===== src/rtl/video_pkg.sv =====
// video_pkg: shared defaults, width helper and read FSM encoding for the video pixel path
package video_pkg;
  localparam int CHAR_W_DEF = 10;
  localparam int CHARS_DEF = 64;
  function automatic int clog2w(input int n);
    return (n > 1) ? $clog2(n) : 1;
  endfunction
  typedef enum logic {IDLE, ACTIVE} rd_state_e;
endpackage


===== src/rtl/line_bank.sv =====
// line_bank: one line of glyph slices with slice write, synchronous clear and bit read
module line_bank
  import video_pkg::*;
#(
  parameter int CHAR_W = CHAR_W_DEF,
  parameter int CHARS = CHARS_DEF,
  parameter int CIW = clog2w(CHARS),
  parameter int BW = clog2w(CHAR_W)
) (
  input  logic              clk,
  input  logic              clr,
  input  logic              wr_en,
  input  logic [CIW-1:0]    wr_idx,
  input  logic [CHAR_W-1:0] wr_data,
  input  logic [CIW-1:0]    rd_char,
  input  logic [BW-1:0]     rd_bit,
  output logic              rd_pix
);
  logic [CHAR_W-1:0] mem_q [CHARS];
  logic [CHAR_W-1:0] mem_d [CHARS];
  // only indices below CHARS can match, so out-of-range writes fall through
  always_comb begin
    for (int i = 0; i < CHARS; i++)
      mem_d[i] = clr ? '0 : (wr_en && 32'(wr_idx) == i) ? wr_data : mem_q[i];
  end
  always_ff @(posedge clk) mem_q <= mem_d;
  assign rd_pix = mem_q[rd_char][rd_bit];
endmodule


===== src/rtl/pingpong_line_buffer.sv =====
// pingpong_line_buffer: double-buffered character line, filled by slice and streamed one pixel per PIX_EN
module pingpong_line_buffer
  import video_pkg::*;
#(
  parameter int CHAR_W = CHAR_W_DEF,
  parameter int CHARS = CHARS_DEF,
  parameter bit MSB_FIRST = 1,
  parameter bit CLEAR_ON_SWAP = 1,
  localparam int CIW = clog2w(CHARS)
) (
  input  logic              CLK,
  input  logic              RESET,
  input  logic              WR_EN,
  input  logic [CIW-1:0]    WR_CHAR,
  input  logic [CHAR_W-1:0] WR_DATA,
  input  logic              WR_DONE,
  output logic              BUF_READY,
  input  logic              RD_START,
  input  logic              PIX_EN,
  output logic              PIX_OUT,
  output logic              PIX_VALID,
  output logic              UNDERRUN
);
  localparam int BW = clog2w(CHAR_W);
  localparam int PW = clog2w(CHARS * CHAR_W);
  rd_state_e state_q, state_d;
  logic rd_bank_q, rd_bank_d, full_q, full_d, underrun_q, underrun_d;
  logic pix_out_q, pix_out_d, pix_valid_q, pix_valid_d;
  logic [PW-1:0] cnt_q, cnt_d;
  logic [CIW-1:0] char_q, char_d;
  logic [BW-1:0] bit_q, bit_d, bit_sel;
  logic done_ok, swap, emit;
  logic [1:0] bank_pix;
  // WR_DONE is folded in before the swap decision so a same-cycle done still swaps
  assign done_ok = WR_DONE && !full_q;
  assign swap = RD_START && (full_q || done_ok);
  assign emit = state_q == ACTIVE && PIX_EN;
  assign bit_sel = MSB_FIRST ? BW'(CHAR_W - 1) - bit_q : bit_q;
  for (genvar b = 0; b < 2; b++) begin : g_bank
    line_bank #(.CHAR_W(CHAR_W), .CHARS(CHARS), .CIW(CIW), .BW(BW)) u_bank (
      .clk(CLK),
      .clr(!RESET || (CLEAR_ON_SWAP && swap && rd_bank_q == 1'(b))),
      .wr_en(WR_EN && !full_q && rd_bank_q != 1'(b)),
      .wr_idx(WR_CHAR),
      .wr_data(WR_DATA),
      .rd_char(char_q),
      .rd_bit(bit_sel),
      .rd_pix(bank_pix[b])
    );
  end
  always_comb begin
    rd_bank_d = rd_bank_q ^ swap;
    full_d = (full_q || done_ok) && !swap;
    underrun_d = underrun_q || (RD_START && !swap);
    state_d = state_q;
    cnt_d = cnt_q;
    char_d = char_q;
    bit_d = bit_q;
    pix_valid_d = emit;
    pix_out_d = emit ? bank_pix[rd_bank_q] : PIX_EN ? 1'b0 : pix_out_q;
    if (emit) begin
      cnt_d = cnt_q + 1'b1;
      bit_d = (bit_q == BW'(CHAR_W - 1)) ? '0 : bit_q + 1'b1;
      char_d = (bit_q == BW'(CHAR_W - 1)) ? char_q + 1'b1 : char_q;
      state_d = (cnt_q == PW'(CHARS * CHAR_W - 1)) ? IDLE : ACTIVE;
    end
    if (RD_START) begin
      state_d = ACTIVE;
      cnt_d = '0;
      char_d = '0;
      bit_d = '0;
    end
  end
  always_ff @(posedge CLK) begin
    if (!RESET) begin
      state_q <= IDLE;
      rd_bank_q <= 1'b0;
      full_q <= 1'b0;
      underrun_q <= 1'b0;
      pix_out_q <= 1'b0;
      pix_valid_q <= 1'b0;
      cnt_q <= '0;
      char_q <= '0;
      bit_q <= '0;
    end else begin
      state_q <= state_d;
      rd_bank_q <= rd_bank_d;
      full_q <= full_d;
      underrun_q <= underrun_d;
      pix_out_q <= pix_out_d;
      pix_valid_q <= pix_valid_d;
      cnt_q <= cnt_d;
      char_q <= char_d;
      bit_q <= bit_d;
    end
  end
  assign BUF_READY = !full_q;
  assign PIX_OUT = pix_out_q;
  assign PIX_VALID = pix_valid_q;
  assign UNDERRUN = underrun_q;
endmodule


===== config.mk =====
export PLATFORM = sky130hd
export DESIGN_NAME = pingpong_line_buffer
export DESIGN_NICKNAME = d
export VERILOG_FILES = /design/src/rtl/video_pkg.sv /design/src/rtl/line_bank.sv /design/src/rtl/pingpong_line_buffer.sv
export SDC_FILE = /design/constraint.sdc
export NUM_CORES = 2
export LEC_CHECK = 0
export BUFFER_PORTS_ARGS = -buffer_cell sky130_fd_sc_hd__buf_2
export CAP_MARGIN = 10
export CORE_UTILIZATION = 60
export CTS_BUF_LIST = sky130_fd_sc_hd__clkbuf_8 sky130_fd_sc_hd__clkbuf_16
export DETAILED_ROUTE_END_ITERATION = 8
export PLACE_DENSITY = 0.76
export SYNTH_ARGS = -nofsm -noshare
export SYNTH_HDL_FRONTEND = slang
export SYNTH_SLANG_ARGS = --single-unit

===== constraint.sdc =====
create_clock -name CLK -period 6.2 [get_ports CLK]
set_input_delay 0.31 -clock CLK [delete_from_list [all_inputs] [get_ports CLK]]
set_output_delay 0.31 -clock CLK [all_outputs]
set_load 0.005 [all_outputs]

==> impl_results.md <==
* Run status: complete, no violations
* DRC errors left at 0
* Die X-Extent at 307 um
* I/O Pins at 26
* Mapped Area at 56000 um2
* Setup violators final at 0
* Yosys reg bits at 1306
* Area of all sequential standard cells at 26200 um2
* P&R area growth vs syn at 8.83%
* Initial DRC count at 7484
* Met3 usage at 10.2%
* Final core occ at 66.2%
* Post-Syn Instances at 6849
* DP Area at 56400 um2
* Global route overflow at 0
* Post-synth EDFFs at 0
* Max-slew violation count at 0
* CP Capture Type: flip-flop
* Clock Tree Buf Depth at 3
* VDD IR max at 0.255 mV
* Vias after detailed routing at 50400
* FF-to-FF setup slack at 1840 ps
* Antenna Nets Post-Route at 0
* Hold crit path type: primary input to flip-flop
* WP buf/inv at 1
* Num rows at 111
* Fin area at 60900 um2
* Crit-path max cell delay at 940 ps
* Htree depth at 4
* Met2 GRT Util at 58.0%
* CP Cell Sequence: buf_4 -> mux4_2 -> a22o_1 -> a211oi_1 -> a21oi_1 -> o21a_1 -> nor4_2 -> o31ai_1 -> a31o_1
* Critical Path Fanout Max at 49
* Worst slew pin tran at 1300 ps
* Die area at 94500 um2
* Post-synth ARST share at 0%
* Clock root cell: clkbuf_16
* Drt first pass iters at 6
* Min cycle time layout at 4360 ps
* Wire per inst at 23.5 um
* Pwr Density at 283 nW/um2
* Sink Count at 1306
* First-pass GRT wire length at 284 mm
* Largest net degree at the start of global routing at 245
* CP Class: flip-flop to flip-flop
* Post-Syn Area per Cell at 8.17 um2
* CTS clk-pin slew, worst paths at 60 ps
* Slowest-stage cell, CP: a211oi_1
* Starting Density at 60.8%
* Post-Route WL at 188 mm
* Fin crit share at 70.3%
* Core footprint at 92100 um2
* Worst-skew pair later-pin latency at 750 ps
* GRT Util Overall at 39.1%
* Final Hold Violating Endpoints at 0
* Fin Hold WS at 100 ps
* RSZ-0062 raised after global routing: false
* Initial antenna violation count at 13
* Met1 global-route usage at 50.9%
* Vias/cell at 6.31
* Startpoint Class: flip-flop
* Register area share after synthesis at 46.7%
* Total number of yosys warnings at 0
* CTS buffer count at 135
* Post-synth top flop: dfxtp_1
* Max Clk Rate at 229 MHz
* Vias in the first global route at 46800
* Final GP Congestion at 0.997
* Chip height at 307 um
* CTS tree: yes
* # Post-CTS Setup Buffers at 0
* P_leak at 18.0 nW
* PortBufs at 25
* Rel. slew slack at 13.0%
* Multi-input logic area at 27800 um2
* Maxcap violations at 0
* NumNets Final at 6658
* Post-DP HPWL at 115 mm
* CP Data Arrival Time at 5000 ps
* Fillers at 7495
* Busiest grt layer: met2
* Setup TNS at 0 ps
* Leading cell type in the layout, fill and taps excluded: nand2_1
* Share of cells above drive strength 1 at 8.37%
* Most frequent cells in the layout: 2743 x nand2_1, 1308 x a21oi_1, 1301 x dfxtp_1, 218 x mux4_2, 206 x mux2i_1
* Worst EP required at 6840 ps
* Synth Net Count at 6878
* Top delay family on crit path: compound AO/OA/AOI/OAI gates
* Library cells used by synthesis at 68
* Final Skew at 25.6 ps
-- area by class of cell --
type	count	share of cell area (%)
Clock buffer	166	6.30
Sequential cell	1306	42.9
Antenna cell	6	0.0246
Clock inverter	78	1.06
Tap cell	1243	2.55
Inverter	9	0.0555
Multi-Input combinational cell	5081	45.7
Timing Repair Buffer	96	1.40
-- metal layers --
layer | share of wire, % | vias to the layer above
li1 | - | 22800
met1 | 38 | 23900
met2 | 43 | 3001
met3 | 12 | 710
met4 | 7.1 | 18
met5 | 0.069 | -
-- per-stage QoR --
step,setup slack (ps),power [W],cells
after global routing,1840,0.0176,7983
after global placement,2090,0.00917,7731
after CTS,2110,0.0172,7979
final,1840,0.0173,7985
after floorplan,3670,0.00897,6849
after detailed placement,2110,0.00917,7731
-- report_power, final --
| group | internal (W) | switching, W |
|---|---|---|
| Sequential | 0.00841 | 0.0000124 |
| Clock | 0.00477 | 0.00348 |
| Combinational | 0.0000766 | 0.000520 |
-- path summary, 6_finish.rpt --
| path | start | to | cells past startpoint |
|---|---|---|---|
| worst min register to register | g_bank[0].u_bank.mem_q[498] | g_bank[0].u_bank.mem_q[498] | 2 |
| worst min-delay path | PIX_EN | cnt_q[1] | 4 |
| worst max-delay path | char_q[1] | PIX_OUT | 9 |
| worst max register to register | char_q[1] | PIX_OUT | 9 |
-- cell usage after synthesis, drive strengths merged, types with 8 or more instances --
library cell,n,share of area (%)
o22ai,48,0.54
nand3,25,0.22
a22oi,31,0.42
buf,102,1.4
xor2,9,0.14
mux4,221,8.9
mux2i,206,3.7
a21oi,1308,12
a211oi,40,0.54
a2111oi,18,0.30
clkbuf,351,2.4
o21ai,18,0.16
a221oi,13,0.20
dfxtp,1306,47
nor3,16,0.15
a211o,10,0.16
nor4,10,0.12
nor2,195,1.3
nor2b,18,0.20
mux2,9,0.18
o221ai,29,0.45
nand2b,12,0.14
a22o,22,0.34
nand2,2743,18
xnor2,8,0.13
-- worst reg2reg max path, delay by kind of cell, from the launching register on --
| family | cells | cell delay (ps) |
|---|---|---|
| AND/OR/NAND/NOR | 1 | 280 |
| multiplexers | 1 | 430 |
| AO/OA/AOI/OAI | 6 | 1840 |
| buffers and inverters | 1 | 840 |
| flip-flops | 1 | 880 |
-- repair_timing --
action	in CTS	in global routing
hold buffers	4	0
endpoints found under the hold margin	4	0
gates resized for setup	0	0
-- kinds of logic (layout without fill, tap and decap cells) --
family | count (synthesis) | count (layout) | share of synthesized area (%)
xor+xnor | 17 | 17 | 0.266
simple gates | 3051 | 3051 | 20.9
other cells | 0 | 6 | 0
flops | 1306 | 1306 | 46.7
compound gates | 1570 | 1570 | 15.3
fa+ha+maj | 7 | 7 | 0.156
buf+inv | 462 | 349 | 3.82
mux | 436 | 436 | 12.8
-- registers in the layout (all words and copies together) (netlist names), 4 cells and up --
| signal | cells |
|---|---|
| bit_q | 4 |
| char_q | 6 |
| cnt_q | 10 |
| g_bank.u_bank.mem_q | 1280 |
No activity file was read; power rests on OpenSTA's default activity.
